$ cat src/rtl/pulse_period_meter.sv
// pulse_period_meter: measures the cycle gap between single-cycle pulses.
// Optional lock detection is built when PULSE_PERIOD_METER_LOCK_EN is defined.
module pulse_period_meter #(
  parameter int N = 8
) (
  input  logic         clk,
  input  logic         rst,
  input  logic         ena,
  input  logic         pulse_in,
  output logic [N-1:0] period,
  output logic         valid,
  output logic         timeout,
  output logic         locked
);

  typedef enum logic [1:0] {
    IDLE    = 2'd0,
    MEASURE = 2'd1,
    TIMEOUT = 2'd2
  } state_t;

  state_t       state;
  state_t       state_nx;
  logic [N-1:0] cnt;
  logic [N-1:0] cnt_nx;
  logic [N-1:0] period_nx;
  logic         valid_nx;
  logic         meas;

  // Next state, counter and period; a pulse in MEASURE closes a measurement.
  always_comb begin
    state_nx  = state;
    cnt_nx    = cnt;
    period_nx = period;
    valid_nx  = 1'b0;
    meas      = 1'b0;
    if (!ena) begin
      state_nx = IDLE;
      cnt_nx   = '0;
    end else begin
      unique case (state)
        IDLE: begin
          if (pulse_in) begin
            state_nx = MEASURE;
            cnt_nx   = '0;
          end
        end
        MEASURE: begin
          if (pulse_in) begin
            period_nx = cnt;
            valid_nx  = 1'b1;
            meas      = 1'b1;
            cnt_nx    = '0;
          end else if (&cnt) begin
            state_nx = TIMEOUT;
          end else begin
            cnt_nx = cnt + 1'b1;
          end
        end
        TIMEOUT: begin
          if (pulse_in) begin
            state_nx = MEASURE;
            cnt_nx   = '0;
          end
        end
        default: begin
          state_nx = IDLE;
          cnt_nx   = '0;
        end
      endcase
    end
  end

  // State, counter and registered outputs.
  always_ff @(posedge clk or posedge rst) begin
    if (rst) begin
      state   <= IDLE;
      cnt     <= '0;
      period  <= '0;
      valid   <= 1'b0;
      timeout <= 1'b0;
    end else begin
      state   <= state_nx;
      cnt     <= cnt_nx;
      period  <= period_nx;
      valid   <= valid_nx;
      timeout <= (state_nx == TIMEOUT);
    end
  end

`ifdef PULSE_PERIOD_METER_LOCK_EN
  logic [N-1:0] prev;
  logic         prev_ok;

  // Lock when two consecutive measurements agree; any break drops history.
  always_ff @(posedge clk or posedge rst) begin
    if (rst) begin
      prev    <= '0;
      prev_ok <= 1'b0;
      locked  <= 1'b0;
    end else if (!ena || state_nx == TIMEOUT) begin
      prev_ok <= 1'b0;
      locked  <= 1'b0;
    end else if (meas) begin
      locked  <= prev_ok && (cnt == prev);
      prev    <= cnt;
      prev_ok <= 1'b1;
    end
  end
`else
  assign locked = 1'b0;
`endif

endmodule

$ cat config.mk
export PLATFORM = sky130hd
export DESIGN_NAME = pulse_period_meter
export DESIGN_NICKNAME = d
export VERILOG_FILES = /design/src/rtl/pulse_period_meter.sv
export SDC_FILE = /design/constraint.sdc
export NUM_CORES = 1
export LEC_CHECK = 0
export BUFFER_PORTS_ARGS = -buffer_cell sky130_fd_sc_hd__buf_4
export CAP_MARGIN = 20
export CORE_MARGIN = 1.5
export CORE_UTILIZATION = 25
export DETAILED_ROUTE_END_ITERATION = 10
export GPL_TIMING_DRIVEN = 0
export PLACE_DENSITY = 0.54
export REMOVE_ABC_BUFFERS = 1
export SETUP_SLACK_MARGIN = 0.2
export SYNTH_ARGS = -nofsm -noshare
export SYNTH_HDL_FRONTEND = slang
export SYNTH_SLANG_ARGS = --single-unit
$ cat constraint.sdc
create_clock -name clk -period 2.3 [get_ports clk]
set_clock_uncertainty 0.2 [all_clocks]
set_input_delay 0.46 -clock clk [delete_from_list [all_inputs] [get_ports clk]]
set_output_delay 0.46 -clock clk [all_outputs]
set_load 0.1 [all_outputs]
==> flow_metrics.py, run 1 <==
metrics = {
    "synth": {
        "ys_top_cells_by_count": "dfrtp_1 (20), mux2_2 (8), nand2_1 (6), a211oi_1 (4)",
        "synthFlopType": "dfrtp_1",
        "synth_seq_cells": 20,
        "synth_edf_count": 0,
        "netlist_instances": 82,
        "synth_top_area_share_pct": 52.22,
        "synth.distinct_cells": 31,
        "synth_area_um2": 958.4,
        "ys_async_sr_fraction_pct": 100.0,
        "synth_area_per_cell_um2": 11.69,
        "synth_warnings": 0,
        "synth.most_common_cell": "dfrtp_1",
        "synth_seq_area_share_pct": 52.22,
        "yosys.area.top_type": "dfrtp_1",
        "synth_top_cells_by_area": "dfrtp_1 (52%), mux2_2 (9.4%), a211oi_1 (3.1%)",
    },
    "routing": {
        "wl_per_cell_um": 13.37,
        "drc": 0,
        "num_vias": 720,
        "final_antenna_net_count": 0,
        "first_iter_violations": 26,
        "totalWireLength_mm": 1.898,
        "viasPerCell": 5.070,
        "firstDrtPassIters": 4,
    },
    "job": {
        "drv_cap": 0,
    },
    "global_route": {
        "track_usage_pct": 10.41,
        "grt_max_degree": 21,
        "grt_pass1_vias": 699,
        "antenna_found_initial": 0,
        "grt_pass1_wl_mm": 3.318,
        "gr-total-overflow": 0,
    },
    "setup_path": {
        "cp.arrival_ps": 1620,
        "critPathLaunchType": "flop",
        "crit_required_ps": 2230,
        "crit_path_end_kind": "flop",
        "critPathKind": "reg2reg",
        "path_max_fanout": 7,
    },
    "placement": {
        "dpl_cell_area_um2": 1086,
        "port_buffers": 13,
        "gp_congestion": 0.7848,
        "dp_hpwl_mm": 1.338,
        "dp.cells": 138,
    },
    "clock_network": {
        "postCtsSetupBuffers": 0,
        "clk_latency_ps": 270,
        "cts_tree": "built",
        "ctsResizeCount": 0,
        "clk_pin_slew_ps": 80,
        "clock_path_buffers": 2,
        "cts_hold_buf": 0,
        "cts.sink_count": 20,
        "ctsHtreeMaxLevel": 1,
        "root_buffer": "clkbuf_8",
        "cts_made_buffers": 3,
    },
    "die": {
        "die_x_um": 64.92,
        "core_area_um2": 3661,
        "die_y_um": 64.92,
        "pin_count": 15,
        "rows": 22,
        "start_util_pct": 26.18,
        "dieArea_um2": 4214,
    },
    "layout": {
        "fill_cells": 377,
        "final_nets": 100,
        "fin_cells": 142,
        "diodes": 0,
        "stdcell_area_um2": 1157,
        "drive_gt1_share_pct": 30.85,
        "area_growth_pct": 20.76,
    },
    "power": {
        "power_density_nw_per_um2": 674.5,
        "peakVddDrop_v": 0.0001895,
        "cellLeakagePower_nw": 0.5269,
    },
    "sta": {
        "period_share_pct": 73.10,
        "hold_viol": 0,
        "final-setup-viol-count": 0,
        "worst_pin_slew_ps": 749.3,
        "hold_ws_ps": 123.1,
        "relSlewSlack_pct": 49.99,
        "timing.setup.tns_ps": 0,
        "clock.fmax_mhz": 594.8,
        "maxSlewViolCount": 0,
        "fin_crit_ps": 1681,
        "rsz0062_at_grt": "false",
    },
    "status": {
        "status": "finished clean",
    },
    "hold_path": {
        "min_path_type": "in2async",
    },
}
-- through the flow --
stage	setup WS, ps	utilization (%)	total power, mW
2_1_floorplan	746.1	-	0.4174
3_3_place_gp	519.5	29.67	0.4340
3_5_place_dp	451.7	29.67	0.4352
4_1_cts	632.4	31.61	0.7903
5_1_grt	439.0	31.61	0.8120
6_report	618.8	31.61	0.7807
-- flip-flops by register name, summed over array words and instances (netlist names) --
name / cells
cnt: 8
timeout: 1
state: 2
valid: 1
period: 8
-- cell families after synthesis --
| group | count (synthesis) | synth area share [%] |
|---|---|---|
| compound gates | 20 | 14.75 |
| fa+ha+maj | 1 | 1.305 |
| other cells | 1 | 0.3913 |
| buf+inv | 7 | 3.916 |
| flops | 20 | 52.22 |
| simple gates | 25 | 18.02 |
| mux | 8 | 9.400 |
-- critical path: stages (launching register included) --
cell and delay (ps):
dfrtp_1 450, ha_1 260, nand3_1 190, nor4b_1 330
a211oi_1 110
-- area by class of cell --
cell class	count	area (um2)	share of cell area (%)
repair buffers	13	97.59	8.432
clock inverters	1	30.03	2.595
multi-input cells	55	420.4	36.32
clock buffers	3	41.29	3.568
well taps	48	60.06	5.189
flip-flops and latches	20	500.5	43.24
inverters	2	7.507	0.6486
-- layout by cell type, fill, tap and decap left out --
cell type / count
nand3_1: 3
nand4_1: 3
o21ai_0: 1
a41oi_1: 2
nor4b_1: 1
ha_1: 1
a31oi_1: 2
conb_1: 1
a21boi_0: 2
mux2_2: 8
o31a_1: 1
buf_4: 13
o211ai_1: 1
a21boi_1: 1
and4_4: 1
nand3_4: 1
a211oi_1: 4
o22ai_1: 2
a21oi_1: 3
nand2_1: 6
and4_1: 3
nor2b_4: 1
nor2b_1: 1
inv_1: 2
clkbuf_8: 3
dfrtp_1: 20
o211a_1: 1
nor3b_1: 1
nand2b_1: 2
nor3_1: 1
bufinv_16: 1
and3_2: 1
-- worst paths after layout --
check	from	to	slack (ps)	cells past startpoint
worst max-delay path	cnt[0]	cnt[6]	620	4
worst max register to register	cnt[0]	cnt[6]	620	4
max in group asynchronous	rst	cnt[4]	1300	2
worst min-delay path	rst	valid	120	2
min in group clk	ena	state[0]	260	2
worst min register to register	period[7]	period[7]	310	1
-- layer usage --
| metal | share of wire [%] | track usage (%) |
|---|---|---|
| met1 | 44 | 12.96 |
| met2 | 48 | 16.88 |
| met3 | 4.8 | 1.563 |
| met4 | 2.8 | 6.383 |
| met5 | 0 | 0 |
-- where the power goes --
part,total [mW],internal [mW],switching (mW)
Sequential,0.362,0.356,0.00637
Combinational,0.0649,0.0174,0.0475
Clock,0.353,0.232,0.121
Total,0.781,0.606,0.175
Note: power is estimated with default switching activity, not from simulation.
==> run 2, diff against run 1 <==
==> constraint.sdc (replaced) <==
create_clock -name clk -period 1.7 [get_ports clk]
set_clock_uncertainty 0.2 [all_clocks]
set_input_delay 0.34 -clock clk [delete_from_list [all_inputs] [get_ports clk]]
set_output_delay 0.34 -clock clk [all_outputs]
set_load 0.1 [all_outputs]
==> run 2 against run 1 <==
- register-to-register slack got worse by 410 ps
- largest cell class unchanged
- sequential power increased by 34%
- critical endpoint is now cnt[3]
- core utilization is 1.7 points higher
- sequential share of layout area decreased by 1.9 points
- wire length grew 3.5%
- critical path depth unchanged
- first-iteration DRC count decreased by 31%
- die area is the same
- cell count increased by 2.8%
- global-route usage is 0.29 points higher
==> flow_metrics.py, run 2 (synthesized netlist as in run 1, its figures left out) <==
metrics = {
    "sta": {
        "worst_pin_slew_ps": 742.0,
        "maxSlewViolCount": 0,
        "period_share_pct": 87.62,
        "relSlewSlack_pct": 50.48,
        "hold_viol": 0,
        "fin_crit_ps": 1490,
        "clock.fmax_mhz": 671.3,
        "rsz0062_at_grt": "true",
        "final-setup-viol-count": 0,
    },
    "clock_network": {
        "cts.sink_count": 20,
        "root_buffer": "clkbuf_8",
        "clk_pin_slew_ps": 80,
        "clock_path_buffers": 2,
        "cts_made_buffers": 3,
        "clk_latency_ps": 260,
        "ctsHtreeMaxLevel": 1,
        "cts_tree": "built",
        "cts_hold_buf": 0,
    },
    "layout": {
        "diodes": 0,
        "drive_gt1_share_pct": 41.84,
        "fin_cells": 146,
        "area_growth_pct": 27.15,
        "fill_cells": 379,
        "top_regs": "cnt: 8 flops, period: 8 flops, state: 2 flops",
        "layout_common_cells": "dfrtp_1 (17), buf_4 (17), mux2_2 (8)",
        "final_nets": 104,
        "utilization_pct": 33.29,
    },
    "placement": {
        "port_buffers": 13,
        "dp_hpwl_mm": 1.338,
        "gp_congestion": 0.7848,
        "dp.cells": 138,
    },
    "die": {
        "die_x_um": 64.92,
        "dieArea_um2": 4214,
        "die_y_um": 64.92,
        "rows": 22,
        "pin_count": 15,
        "start_util_pct": 26.18,
        "core_area_um2": 3661,
    },
    "global_route": {
        "grt_pass1_vias": 733,
        "grt_pass1_wl_mm": 3.443,
        "grt_max_degree": 21,
        "gr-total-overflow": 0,
        "track_usage_pct": 10.71,
        "antenna_found_initial": 0,
    },
    "hold_path": {
        "min_path_type": "in2async",
    },
    "power": {
        "power_density_nw_per_um2": 870.2,
        "peakVddDrop_v": 0.0002565,
        "cellLeakagePower_nw": 0.5418,
    },
    "setup_path": {
        "critPathKind": "reg2reg",
        "crit_required_ps": 1640,
        "cp.arrival_ps": 1430,
        "path_max_fanout": 5,
        "crit_path_end_kind": "flop",
        "critPathLaunchType": "flop",
    },
    "routing": {
        "final_antenna_net_count": 0,
        "firstDrtPassIters": 4,
        "viasPerCell": 5.021,
        "totalWireLength_mm": 1.964,
        "wl_per_cell_um": 13.45,
        "num_vias": 733,
        "drc": 0,
        "first_iter_violations": 18,
    },
    "job": {
        "drv_cap": 0,
    },
    "status": {
        "status": "finished clean",
    },
}
==> run 2: cell types whose count changed in the layout (fill, tap and decap cells not counted), sizes merged <==
cell | before | now
buf | 13 | 17
==> run 2: what timing repair did <==
action / CTS / global route
buffers inserted: 4 / 0
pin swaps: 0 / 2
endpoints found under the setup margin: 18 / 7
resized for setup: 5 / 5
==> run 2: area by class of cell <==
cell class	instances	area [um2]	share of cell area, %
Sequential cell	20	504.2	41.38
Inverter	2	7.507	0.6160
Multi-Input combinational cell	55	447.9	36.76
Clock inverter	1	30.03	2.464
Clock buffer	3	41.29	3.388
Tap cell	48	60.06	4.928
Timing Repair Buffer	17	127.6	10.47
==> run 2: final timing paths <==
path,to,slack (ps),depth (start not counted),from
min in group clk,state[0],140,2,ena
max in group asynchronous,cnt[4],770,2,rst
setup / recovery,cnt[3],210,4,cnt[0]
hold reg to reg,period[7],310,1,period[7]
setup reg to reg,cnt[3],210,4,cnt[0]
hold / removal,valid,5,2,rst
==> run 2: critical path, cell delays in order, from the launching register on <==
cell,delay [ps]
dfrtp_1,420
ha_4,190
and3_2,250
a21boi_1,200
a211oi_1,110
==> run 2: per-layer routing <==
metal	vias up	global-route usage, %	wire [um]
met2	18	17.78	968
met3	4	1.563	61
met5	-	0	0
met1	370	13.07	882
li1	341	-	-
met4	0	6.383	52
==> run 2: report_power, final <==
| part | switching [mW] | total [mW] | internal (mW) |
|---|---|---|---|
| combinational | 0.0712 | 0.101 | 0.0299 |
| sequential | 0.00402 | 0.486 | 0.482 |
| clock | 0.159 | 0.473 | 0.314 |
| total | 0.234 | 1.06 | 0.826 |
==> run 2: per-stage QoR <==
step	area [um2]	power [mW]	TNS, ps	worst slack [ps]	hold WS (ps)
2_1_floorplan	928.4	0.5647	0	197.9	103.8
3_3_place_gp	1086	0.5872	0	39.48	289.5
3_5_place_dp	1086	0.5887	-71.04	-28.26	298.3
4_1_cts	1202	1.077	0	206.2	33.41
5_1_grt	1219	1.108	0	172.0	90.12
6_report	1219	1.060	0	210.5	4.623
==> run 3, diff against run 2 <==
--- a/config.mk
+++ b/config.mk
@@ -11,7 +11,7 @@
 export CORE_UTILIZATION = 25
 export DETAILED_ROUTE_END_ITERATION = 10
 export GPL_TIMING_DRIVEN = 0
-export PLACE_DENSITY = 0.54
+export PLACE_DENSITY_LB_ADDON = 0.3
 export REMOVE_ABC_BUFFERS = 1
 export SETUP_SLACK_MARGIN = 0.2
 export SYNTH_ARGS = -nofsm -noshare
==> run 3 against run 2 <==
- core utilization down 0.55 points
- wire length down 2.9%
- global-route usage decreased by 0.97 points
==> flow_metrics.py, run 3 (synthesized netlist as in run 1, its figures left out) <==
metrics = {
    "status": {
        "status": "finished clean",
    },
    "die": {
        "start_util_pct": 26.18,
        "die_x_um": 64.92,
        "rows": 22,
        "pin_count": 15,
        "die_y_um": 64.92,
        "dieArea_um2": 4214,
        "core_area_um2": 3661,
    },
    "power": {
        "p_total_uw": 892.4,
        "power_density_nw_per_um2": 744.5,
        "intPower_uw": 670.5,
        "p_sw_share_pct": 24.86,
        "seqPwrFrac_pct": 54.4,
        "pwr-share-comb_pct": 11.4,
        "clock_power_share_pct": 34.1,
        "p_switching_uw": 221.9,
        "peakVddDrop_v": 0.0004606,
        "cellLeakagePower_nw": 0.5297,
    },
    "placement": {
        "gp_congestion": 0.7448,
        "port_buffers": 13,
        "dp_hpwl_mm": 1.332,
    },
    "layout": {
        "layout_common_cells": "dfrtp_1 (19), buf_4 (17), mux2_2 (8)",
        "regArea_um2": 501.7,
        "diodes": 0,
        "top_regs": "cnt: 8 flops, period: 8 flops, state: 2 flops",
        "final_nets": 104,
        "area_growth_pct": 25.07,
        "final_common_cell": "dfrtp_1",
        "fill_cells": 369,
        "multi_input_area_um2": 460.4,
        "drive_gt1_share_pct": 41.24,
    },
    "sta": {
        "hold_viol": 0,
        "final-setup-viol-count": 0,
        "maxSlewViolCount": 0,
        "worst_pin_slew_ps": 761.5,
        "timing.setup.tns_ps": 0,
        "clock.fmax_mhz": 695.6,
        "hold_ws_ps": 16.15,
        "rsz0062_at_grt": "false",
        "fin_crit_ps": 1438,
        "relSlewSlack_pct": 49.18,
        "period_share_pct": 84.57,
    },
    "hold_path": {
        "min_path_type": "in2async",
    },
    "setup_path": {
        "critPathLaunchType": "flop",
        "crit_path_end_kind": "primary output",
        "critPathTopFamily": "flip-flops",
        "cp.arrival_ps": 900,
        "path_max_fanout": 2,
        "path_buf_inv": 1,
        "crit_path_top_delay_cell": "dfrtp_1",
        "path_cells": "buf_4",
        "slowest_delay_ps": 350,
        "critPathKind": "reg2out",
        "crit_required_ps": 1160,
    },
    "routing": {
        "totalWireLength_mm": 1.907,
        "wl_per_cell_um": 13.15,
        "firstDrtPassIters": 4,
        "final_antenna_net_count": 0,
        "first_iter_violations": 15,
        "num_vias": 716,
        "viasPerCell": 4.938,
        "drc": 0,
    },
    "job": {
        "drv_cap": 0,
    },
    "global_route": {
        "gr-total-overflow": 0,
        "grt_pass1_wl_mm": 3.111,
        "track_usage_pct": 9.735,
        "grt_pass1_vias": 707,
        "antenna_found_initial": 0,
        "grt_max_degree": 21,
    },
    "clock_network": {
        "cts_tree": "built",
        "cts_made_buffers": 3,
        "cts_hold_buf": 0,
        "clk_pin_slew_ps": 70,
        "ctsHtreeMaxLevel": 1,
        "clock_path_buffers": 2,
        "clk_latency_ps": 260,
        "cts.sink_count": 20,
        "root_buffer": "clkbuf_8",
    },
}
==> run 3: power by group through the flow <==
stage               Combinational (mW)  Sequential (mW)  Clock (mW)
floorplan                       0.0412            0.524           0
global placement                0.0880            0.500           0
detailed placement              0.0897            0.500           0
CTS                              0.103            0.485       0.319
global route                     0.110            0.486       0.336
finish                           0.102            0.486       0.305
==> run 3: worst paths after layout <==
kind,from,depth (start not counted),endpoint,slack (ps)
worst max-delay path,period[4],1,period[4],260
worst min-delay path,rst,2,valid,20
worst min register to register,period[0],1,period[0],310
worst max register to register,cnt[0],4,cnt[1],260
min in group clk,ena,2,state[0],150
max in group asynchronous,rst,2,state[0],750
==> run 3: per-layer routing <==
metal / up-vias / global-route usage (%) / wire length [um] / part of all wire, %
li1: 340 / - / - / -
met1: 356 / 11.28 / 880 / 46
met2: 15 / 16.49 / 907 / 48
met3: 5 / 3.646 / 98 / 5.1
met4: 0 / 3.191 / 20 / 1.0
met5: - / 0 / 0 / 0
==> run 3: stage by stage <==
step	utilization [%]	setup slack (ps)	cells	cell area [um2]
4_1_cts	31.72	184.2	145	1161
3_5_place_dp	29.67	1.480	138	1086
6_report	32.74	262.3	145	1199
2_1_floorplan	-	197.9	77	928.4
5_1_grt	32.74	207.2	145	1199
3_3_place_gp	29.67	64.54	138	1086
==> run 3: cell type report <==
class	count	area share (%)
Sequential cell	20	41.86
Multi-Input combinational cell	55	38.41
Timing Repair Buffer	17	10.65
Tap cell	48	5.010
Clock buffer	3	3.445
Inverter	2	0.6263
==> run 3: timing repair <==
| action | CTS | global route |
|---|---|---|
| resized for setup | 2 | 9 |
| pin swaps | 0 | 0 |
| endpoints found under the setup margin | 17 | 8 |
| setup buffers | 4 | 0 |
| gates cloned | 0 | 0 |
